[src/rtl/inv_loopback_tester.sv]
// Tester for a single-pin inverter cell: drives an LFSR bit stream out, checks the
// returned bits against the inverse of what was sent after LAT cycles, and counts errors.
module inv_loopback_tester #(
    parameter int         NUM_VEC = 256,
    parameter int         LAT     = 2,
    parameter int         CNT_W   = 16,
    parameter logic [7:0] SEED    = 8'hA5
) (
    input  logic             clk,
    input  logic             rst,
    input  logic             start,
    output logic             stim_o,
    input  logic             resp_i,
    output logic             busy,
    output logic             done,
    output logic             pass,
    output logic [CNT_W-1:0] err_count,
    output logic [CNT_W-1:0] vec_count
);

    typedef enum logic [1:0] {IDLE, RUN, DRAIN, DONE} state_t;

    state_t             state_q;
    logic [7:0]         lfsr_q;
    logic [CNT_W-1:0]   idx_q;
    logic [3:0]         drain_q;
    logic               stim_q;
    logic               stim_vld_q;
    logic               busy_q;
    logic               done_q;
    logic               pass_q;
    logic [CNT_W-1:0]   err_q;
    logic [CNT_W-1:0]   vec_q;
    logic [LAT-1:0]     pipe_bit_q;
    logic [LAT-1:0]     pipe_vld_q;

    logic               tail_vld;
    logic               mismatch;
    logic [CNT_W-1:0]   err_d;
    logic [CNT_W-1:0]   vec_d;

    // x^8+x^6+x^5+x^4+1, shifting toward bit 0; new bit enters at bit 7.
    function automatic logic [7:0] lfsr_step(input logic [7:0] s);
        return {s[0] ^ s[2] ^ s[3] ^ s[4], s[7:1]};
    endfunction

    // Expect pipe: stage 0 captures the bit currently on stim_o, so the tail
    // holds the vector driven exactly LAT cycles ago.
    always_ff @(posedge clk or posedge rst) begin
        if (rst) begin
            pipe_bit_q[0] <= 1'b0;
            pipe_vld_q[0] <= 1'b0;
        end else begin
            pipe_bit_q[0] <= stim_q;
            pipe_vld_q[0] <= stim_vld_q;
        end
    end

    generate
        for (genvar gi = 1; gi < LAT; gi++) begin : g_pipe
            always_ff @(posedge clk or posedge rst) begin
                if (rst) begin
                    pipe_bit_q[gi] <= 1'b0;
                    pipe_vld_q[gi] <= 1'b0;
                end else begin
                    pipe_bit_q[gi] <= pipe_bit_q[gi-1];
                    pipe_vld_q[gi] <= pipe_vld_q[gi-1];
                end
            end
        end
    endgenerate

    always_comb begin
        tail_vld = pipe_vld_q[LAT-1];
        mismatch = tail_vld && (resp_i == pipe_bit_q[LAT-1]);
        err_d    = (mismatch && (err_q != {CNT_W{1'b1}})) ? err_q + CNT_W'(1) : err_q;
        vec_d    = tail_vld ? vec_q + CNT_W'(1) : vec_q;
    end

    always_ff @(posedge clk or posedge rst) begin
        if (rst) begin
            state_q    <= IDLE;
            lfsr_q     <= SEED;
            idx_q      <= '0;
            drain_q    <= '0;
            stim_q     <= 1'b0;
            stim_vld_q <= 1'b0;
            busy_q     <= 1'b0;
            done_q     <= 1'b0;
            pass_q     <= 1'b0;
            err_q      <= '0;
            vec_q      <= '0;
        end else begin
            err_q <= err_d;
            vec_q <= vec_d;
            case (state_q)
                IDLE, DONE: begin
                    if (start) begin
                        // Vector 0 is SEED[0]; the LFSR is already one step ahead.
                        state_q    <= RUN;
                        lfsr_q     <= lfsr_step(SEED);
                        stim_q     <= SEED[0];
                        stim_vld_q <= 1'b1;
                        idx_q      <= '0;
                        busy_q     <= 1'b1;
                        done_q     <= 1'b0;
                        pass_q     <= 1'b0;
                        err_q      <= '0;
                        vec_q      <= '0;
                    end
                end
                RUN: begin
                    lfsr_q <= lfsr_step(lfsr_q);
                    if (idx_q == CNT_W'(NUM_VEC - 1)) begin
                        state_q    <= DRAIN;
                        stim_q     <= 1'b0;
                        stim_vld_q <= 1'b0;
                        drain_q    <= '0;
                    end else begin
                        stim_q <= lfsr_q[0];
                        idx_q  <= idx_q + CNT_W'(1);
                    end
                end
                DRAIN: begin
                    if (drain_q == 4'(LAT - 1)) begin
                        state_q <= DONE;
                        busy_q  <= 1'b0;
                        done_q  <= 1'b1;
                        pass_q  <= (err_d == '0);
                    end else begin
                        drain_q <= drain_q + 4'd1;
                    end
                end
                default: state_q <= IDLE;
            endcase
        end
    end

    assign stim_o    = stim_q;
    assign busy      = busy_q;
    assign done      = done_q;
    assign pass      = pass_q;
    assign err_count = err_q;
    assign vec_count = vec_q;

endmodule

[config.mk]
export PLATFORM = sky130hd
export DESIGN_NAME = inv_loopback_tester
export DESIGN_NICKNAME = d
export VERILOG_FILES = /design/src/rtl/inv_loopback_tester.sv
export SDC_FILE = /design/constraint.sdc
export NUM_CORES = 1
export LEC_CHECK = 0
export BUFFER_PORTS_ARGS = -buffer_cell sky130_fd_sc_hd__buf_4
export CAP_MARGIN = 20
export CORE_MARGIN = 3
export CORE_UTILIZATION = 53
export DETAILED_ROUTE_END_ITERATION = 7
export GPL_TIMING_DRIVEN = 1
export PLACE_DENSITY = 0.76
export SYNTH_ARGS = -nofsm -noshare
export SYNTH_HDL_FRONTEND = slang
export SYNTH_SLANG_ARGS = --single-unit
export TNS_END_PERCENT = 50
[constraint.sdc]
create_clock -name clk -period 2.4 [get_ports clk]
set_input_delay 0 -clock clk [delete_from_list [all_inputs] [get_ports clk]]
set_output_delay 0 -clock clk [all_outputs]
set_load 0.01 [all_outputs]
# After elaboration in Yosys (flattened, before gate mapping)
# Index checks and enable logic that the tools add are counted.
[word_totals] latch_bits=0 wordCells=78 inputBits=4 mem_bits_rw=0 rom_bits=0 memories=0 out_inout_bits=36 register_bits=71
[op_classes] n_reduce_logical=14 n_lt_le_gt_ge=0 n_eq_ne=12 n_div=0 bitwise=3 add_sub_neg=4 n_mul=0 muxes=30 shifts=0
[ops] cell="$mux 16" n=8
[ops] cell="$add 16x1->16 const B" n=3
[ops] cell="$pmux 16 s2" n=1
[ops] cell="$eq 16x8->1 const B" n=1
[ops] cell="$logic_not 16->1" n=1
[ops] cell="$ne 16x16->1 const B" n=1
[ops] cell="$pmux 8 s2" n=1
[ops] cell="$reduce_and 3->1" n=5
[ops] cell="$ne 2x2->1 const B" n=5
[ops] cell="$pmux 1 s2" n=5
[ops] cell="$mux 4" n=2
[ops] cell="$mux 8" n=1
[ops] cell="$pmux 4 s2" n=1
[ops] cell="$mux 1" n=7
[ops] cell="$mux 2" n=3
[ops] cell="$pmux 2 s3" n=1
[ops] cell="$reduce_bool 2->1" n=3
[ops] cell="$add 4x1->4 const B" n=1
[ops] cell="$eq 2x2->1 const B" n=2
[ops] cell="$eq 4x1->1 const B" n=1
[ops] cell="$xor 1x1->1" n=3
[ops] cell="$eq 2x1->1 const B" n=1
[ops] cell="$logic_and 1x1->1" n=2
[ops] cell="$logic_not 2->1" n=1
[ops] cell="other kinds (3)" n=3

# Depth between registers and ports, before layout
# Gate-level depths: netlist (run 1).
[depth] word_depth=7 ltp_mapped=9 mapped_depth_nobuf=8

# Least setup slack after synthesis (run 1)
# OpenSTA, ideal clock, no wires.
[synth_timing] path_kind="register to register" start="register err_q[0] (netlist: err_count[0])" end="register pass_q (netlist: pass)" period_less_slack_ns=2.344 required_time_ns=2.305 path_buffers=0 setup_slack_ns=0.056 arrival_time_ns=2.248 path_stages_with_launch=8 path_cell_list="dfrtp_1 -> ha_1 -> nand3_4 -> nor4_4 -> or2b_4 -> o211ai_2 -> or4_1 -> o31ai_1"
[synth_via] elab_chain_len=6 word_cells_on_any_way=7 classes_between="add/sub (1); eq/ne (1); mux (3); reduce/logical (2)"
[synth_lines] element="start: declaration" line="32" source="logic [CNT_W-1:0] err_q;"
[synth_lines] element="start signal: assignment" line="94" source="err_q <= err_d;"
[synth_lines] element="branches (longest 2 deep; another with $add 16x1->16)"
[synth_lines] element="$mux 16 (*)" line="76" source="err_d = (mismatch && (err_q != {CNT_W{1'b1}})) ? err_q + CNT_W'(1) : err_q;"
[synth_lines] element="$logic_not 16->1 (*)" line="129" source="pass_q <= (err_d == '0);"
[synth_lines] element="$mux 1 (*)" line="125" source="if (drain_q == 4'(LAT - 1)) begin"
[synth_lines] element="$pmux 1 s2 (*)" line="96" source="case (state_q)"
[synth_lines] element="end signal: assignment" line="129"
[synth_lines] element="end: declaration" line="31" source="logic pass_q;"
# Every way passes the cells marked *. The select of a mux whose other input is x is not followed.
# A chain may end at the register's enable or synchronous reset.

# Final worst setup path (run 1)
[layout_timing] start="register err_q[3] (netlist: err_count[3])" end="register pass_q (netlist: pass)"
# The elaborated chain is that of the path after synthesis.

==> flow_summary.toml, run 1 <==
[cts]
cts_tree = "yes"
htree_levels = 3
clockBufferDepth = 2
cts_buffers = 9
clkTransAtPathRegs_ns = 0.09
clock_sinks = 71
cts_root_buf = "clkbuf_8"
clock_latency_ns = 0.35

[cells_and_area]
synthToLayoutAreaGrowth_pct = 21.9
final_cell_mix = "67 x buf_4, 66 x dfrtp_1, 63 x nor2_1, 34 x nand2_1, 27 x xnor2_1"
antenna_cells = 0
final_util_pct = 67.4
layout-drive-gt1-share_pct = 22.6
fillerInstances = 604
final_common_cell = "buf_4"
postLayoutCellArea_sq_um = 4650
nets = 477

[detailed_routing]
drt_iter0_drc = 151
met2_length_um = 3920
drt-met1-wl_um = 3870
via_per_inst = 5.58
wl_um = 8280
ant_nets = 0
drc = 0
routed.top_layer = "met4"
post_drt_wl_per_cell_um = 14.6
vias = 3156
wl_met3_um = 390
dr.pass1.iters = 5

[synthesis]
synth.distinct_cells = 57
synth_area_leaders = "dfrtp_1 44%, nor2_1 6.2%, xnor2_1 6.2%"
synth_area_leader_cell = "dfrtp_1"
synth_nets = 413
synth_cells = 401
synth-main-ff-cell = "dfrtp_1"
synth_seq_area_share_pct = 46.7
async_flop_share_pct = 100
ys_ff_latch = 71
yosysTopAreaCellShare_pct = 43.9
syn_avg_cell_area_sq_um = 9.52
synth_area_sq_um = 3820
yosys_warnings = 0
synth_enable_flop_cells = 0

[timing]
fin_skew_ns = 0.0133
finalHoldViolations = 0
layout_setup_ws_ns = 0.0932
worstMarginPinSlew_ns = 0.635
relSlewSlack_pct = 57.6
min_period_ns = 2.31
slew_viol_final = 0
timing.fmax_ghz = 0.434
setup-violations-final = 0
period_share_pct = 96.1
holdWs_ns = 0.228

[hold_path]
hold_path.class = "input pin to flip-flop"

[critical_path]
start_kind = "flip-flop"
crit_path_top_delay_cell = "dfrtp_1"
endpoint_kind = "flip-flop"
crit_chain = "and4_2 -> nand2_1 -> or3_2 -> o41ai_1 -> o22ai_1 -> o31ai_1"
worstPathRequired_ns = 2.66
crit_arrival_ns = 2.57
max_stage_delay_ns = 0.53
cp_max_fo = 7
worstSetupPathType = "flip-flop to flip-flop"

[floorplanning]
die_height_um = 90.9
rows = 30
start_util_pct = 55.3
ios = 40
chipWidth_um = 90.9
core_sq_um = 6910
die_area_sq_um = 8260

[global_route]
grt-ovfl-total = 0
grt_first_pass_wirelength_um = 14100
grt_max_degree = 36
grt_pass1_vias = 2943
grtUsageTotal_pct = 20.9
antenna_found_initial = 0

[place]
gp_congestion = 0.887
placed_cell_area_sq_um = 4350
port_buffers = 39
place_ws_ns = 0.0544
dp_hpwl_um = 5820

[power_and_ir_drop]
leakage_nw = 2.04
irDropWorstVdd_v = 0.000672
power_density_nw_per_um2 = 926

[job]
maxCapViolations = 0

[status]
status = "finished, final reports clean"
==> critical path, delay by kind of cell (launching register included) <==
kind	cells	cell delay (ns)
AO/OA/AOI/OAI	3	0.76
AND/OR/NAND/NOR	3	0.92
flip-flops	1	0.53
==> state kept, by name (all words and copies together) (netlist names) <==
name / flops
busy: 1
done: 1
drain_q: 4
err_count: 16
idx_q: 16
lfsr_q: 8
pass: 1
pipe_bit_q: 2
pipe_vld_q: 1
state_q: 2
stim_o: 1
stim_vld_q: 1
tail_vld: 1
vec_count: 16
==> cell usage after synthesis, types with 5 or more instances <==
cell	number
nand2_1	34
nor3_1	13
a22o_1	5
a21oi_1	16
inv_1	12
nand3_1	15
nor2_1	63
clkbuf_1	6
ha_1	8
buf_2	5
dfrtp_1	67
xnor2_1	27
xor2_1	19
or3_1	6
nand4_1	15
o21ai_0	19
==> through the flow <==
step	power [mW]	std cells	setup TNS (ns)
6_report	4.31	566	0
4_1_cts	4.29	564	0
3_3_place_gp	3.02	546	0
2_1_floorplan	2.55	401	0
3_5_place_dp	3.06	546	0
5_1_grt	4.60	566	-0.00422
==> layer usage <==
layer,track usage (%),vias to the layer above
met5,0,-
met4,6.66,0
met3,5.08,9
met2,33.2,83
met1,28.4,1522
li1,-,1542
==> kinds of logic (layout without fill, tap and decap cells) <==
family / Yosys count / in the layout / share of synthesized area (%)
and+or+nand+nor: 175 / 175 / 23.4
DFF: 71 / 71 / 46.7
AOI/OAI and AO/OA: 70 / 70 / 12.7
xor gates and xnor gates: 46 / 46 / 10.6
buffers and inverters: 28 / 97 / 3.28
adders and majority gates: 8 / 8 / 2.62
muxes: 3 / 3 / 0.819
==> worst paths after layout <==
check	to	from	cells after the start	slack [ns]
worst min-delay path	err_count[10]	resp_i	6	0.23
worst min register to register	pipe_bit_q[1]	pipe_bit_q[0]	0	0.36
worst max register to register	pass	err_count[3]	6	0.09
max in group asynchronous	err_count[2]	rst	4	1.35
worst max-delay path	pass	err_count[3]	6	0.09
min in group asynchronous	vec_count[9]	rst	3	0.29
==> final cells by class <==
class	count	area, sq um	area share, %
multi-input cells	302	1930	41.4
flip-flops and latches	71	1780	38.3
repair buffers	69	523	11.2
clock buffers	10	138	2.96
well taps	96	120	2.58
clock inverters	6	115	2.47
inverters	12	45.0	0.968
==> timing repair <==
item | in CTS | in global routing
hold buffers | 2 | 0
buffers inserted | 0 | 2
resized for setup | 0 | 4
endpoints found under the setup margin | 0 | 9
hold endpoints to repair | 28 | 0
==> report_power, final <==
| part | internal, mW | total [mW] | switching (mW) |
|---|---|---|---|
| Combinational | 0.625 | 1.51 | 0.883 |
| Sequential | 1.41 | 1.59 | 0.174 |
| Clock | 0.726 | 1.21 | 0.486 |
Note: power is estimated with default switching activity, not from simulation.
==> run 2: changes to the inputs <==
--- a/config.mk
+++ b/config.mk
@@ -8,10 +8,10 @@
 export BUFFER_PORTS_ARGS = -buffer_cell sky130_fd_sc_hd__buf_4
 export CAP_MARGIN = 20
 export CORE_MARGIN = 3
-export CORE_UTILIZATION = 53
+export CORE_UTILIZATION = 55
 export DETAILED_ROUTE_END_ITERATION = 7
 export GPL_TIMING_DRIVEN = 1
-export PLACE_DENSITY = 0.76
+export PLACE_DENSITY = 0.75
 export SYNTH_ARGS = -nofsm -noshare
 export SYNTH_HDL_FRONTEND = slang
 export SYNTH_SLANG_ARGS = --single-unit
==> constraint.sdc (replaced) <==
create_clock -name clk -period 2.8 [get_ports clk]
set_input_delay 0 -clock clk [delete_from_list [all_inputs] [get_ports clk]]
set_output_delay 0 -clock clk [all_outputs]
set_load 0.01 [all_outputs]
==> run 2 against run 1 <==
Setup slack improved by 0.090 ns. Clock skew fell by 0.0020 ns. Sequential cell count unchanged. Via count is 2.5% lower. Sequential power fell by 13%. Sequential share of layout area increased by 2.0 points. Register-to-register slack better by 0.09 ns. Maximum frequency decreased by 12%. Final area fell by 5.1%. Die area fell by 3.4%. Hold slack better by 0.032 ns. Core utilization rose by 0.21 points. Largest cell class unchanged.
==> flow_summary.toml, run 2 (synthesis results as in run 1) <==
[critical_path]
r2r_start = "err_count[0]"
reg2reg_to = "pass"
crit_chain = "ha_1 -> nand3_4 -> nor4_4 -> or2b_4 -> o211ai_2 -> or4_1 -> o31ai_1"
crit_arrival_ns = 2.86
crit_path_top_delay_cell = "or4_1"
reg2reg_depth = 7
rrSetupSlack_ns = 0.18
cp_max_fo = 8
start_kind = "flip-flop"
worstPathRequired_ns = 3.04
max_stage_delay_ns = 0.51
worstSetupPathType = "flip-flop to flip-flop"
endpoint_kind = "flip-flop"

[power_and_ir_drop]
total_power_mw = 3.43
pwr-share-clk_pct = 25.1
switchingPower_mw = 1.29
switching_share_pct = 37.6
internal-power_mw = 2.14
power_density_nw_per_um2 = 776
comb_power_share_pct = 34.7
leakage_nw = 1.92
irDropWorstVdd_v = 0.000570
seq_power_share_pct = 40.3

[timing]
period_share_pct = 93.5
layout_setup_ws_ns = 0.183
slew_viol_final = 0
setup-violations-final = 0
worstMarginPinSlew_ns = 0.750
timing.fmax_ghz = 0.382
min_period_ns = 2.62
finalHoldViolations = 0
tns_ns = 0
rsz0062_at_grt = "false"
fin_skew_ns = 0.0113
relSlewSlack_pct = 49.9

[place]
dp_hpwl_um = 5640
port_buffers = 39
gp_congestion = 0.898
place_ws_ns = 0.196

[job]
maxCapViolations = 0

[cts]
post_cts_buffers = 0
htree_levels = 3
clock_latency_ns = 0.35
clock_sinks = 71
cts_buffers = 9
cts_tree = "yes"
clockBufferDepth = 2
cts_resized = 0
clkTransAtPathRegs_ns = 0.08
cts_root_buf = "clkbuf_8"

[global_route]
use_met2_pct = 36.2
grt_max_degree = 38
grt_pass1_vias = 2945
use_met3_pct = 4.79
grt_first_pass_wirelength_um = 13700
top_usage_layer = "met2"
antenna_found_initial = 0
grtUsageTotal_pct = 21.8
gr-usage-met1_pct = 28.8
grt-ovfl-total = 0

[floorplanning]
rows = 29
die_area_sq_um = 7980
start_util_pct = 58.4
core_sq_um = 6530
die_height_um = 89.3
ios = 40
chipWidth_um = 89.3

[status]
status = "finished, final reports clean"

[cells_and_area]
final_cell_mix = "67 x dfrtp_1, 63 x nor2_1, 47 x buf_4, 34 x nand2_1, 27 x xnor2_1"
layout-drive-gt1-share_pct = 18.2
nets = 457
synthToLayoutAreaGrowth_pct = 15.6
antenna_cells = 0
final_common_cell = "dfrtp_1"

[hold_path]
hold_depth = 6
hold_start = "resp_i"
hold_end = "err_count[10]"
hold_path.class = "input pin to flip-flop"

[detailed_routing]
vias = 3077
drc = 0
drt_iter0_drc = 111
ant_nets = 0
post_drt_wl_per_cell_um = 15.3
wl_um = 8050
dr.pass1.iters = 4
via_per_inst = 5.84
run 2: layout make-up:
| class | count | area [sq um] |
|---|---|---|
| fill | 559 | 2120 |
| multi-input combinational | 302 | 1910 |
| sequential | 71 | 1780 |
| timing repair buffer | 49 | 373 |
| clock buffer | 11 | 141 |
| tap | 77 | 96.3 |
| clock inverter | 5 | 65.1 |
| inverter | 12 | 45.0 |
run 2: layer usage:
metal / part of all wire, % / up-vias
li1: - / 1511
met2: 49 / 66
met3: 4.2 / 5
met4: 0.94 / 0
met1: 46 / 1495
met5: 0 / -
run 2: critical path, delay by kind of cell, from the launching register on:
kind	cells	cell delay [ns]
simple gates	4	1.35
flops	1	0.50
fa+ha+maj	1	0.33
compound gates	2	0.33
run 2: worst max path at each step:
| stage | startpoint | endpoint | slack, ns | depth (start not counted) |
|---|---|---|---|---|
| 4_1_cts | err_count[0] | pass | 0.19 | 7 |
| 2_1_floorplan | err_count[0] | pass | 0.46 | 7 |
| 5_1_grt | err_count[0] | pass | 0.04 | 7 |
| 6_report | err_count[0] | pass | 0.18 | 7 |
| 3_3_place_gp | idx_q[11] | idx_q[15] | 0.36 | 6 |
| 3_5_place_dp | err_count[0] | pass | 0.20 | 7 |
run 2: power groups by stage:
stage | clock network (mW) | registers, mW | logic [mW]
finish | 0.859 | 1.38 | 1.19
global route | 0.922 | 1.40 | 1.33
CTS | 0.873 | 1.38 | 1.19
detailed placement | 0 | 1.40 | 1.18
global placement | 0 | 1.39 | 1.15
floorplan | 0 | 1.38 | 0.804
run 2: metrics by stage:
step / hold slack, ns / instances / area, sq um / utilization, %
CTS: 0.242 / 527 / 4410 / 67.6
detailed placement: 0.186 / 509 / 4190 / 64.1
floorplan: 0.190 / 401 / 3820 / -
global route: 0.331 / 527 / 4410 / 67.6
global placement: 0.172 / 509 / 4190 / 64.1
finish: 0.260 / 527 / 4410 / 67.6
run 2: repair_timing:
item | 4_1_cts | 5_1_grt
hold buffers | 2 | 0
endpoints found under the hold margin | 35 | 0
setup endpoints to repair | 0 | 0
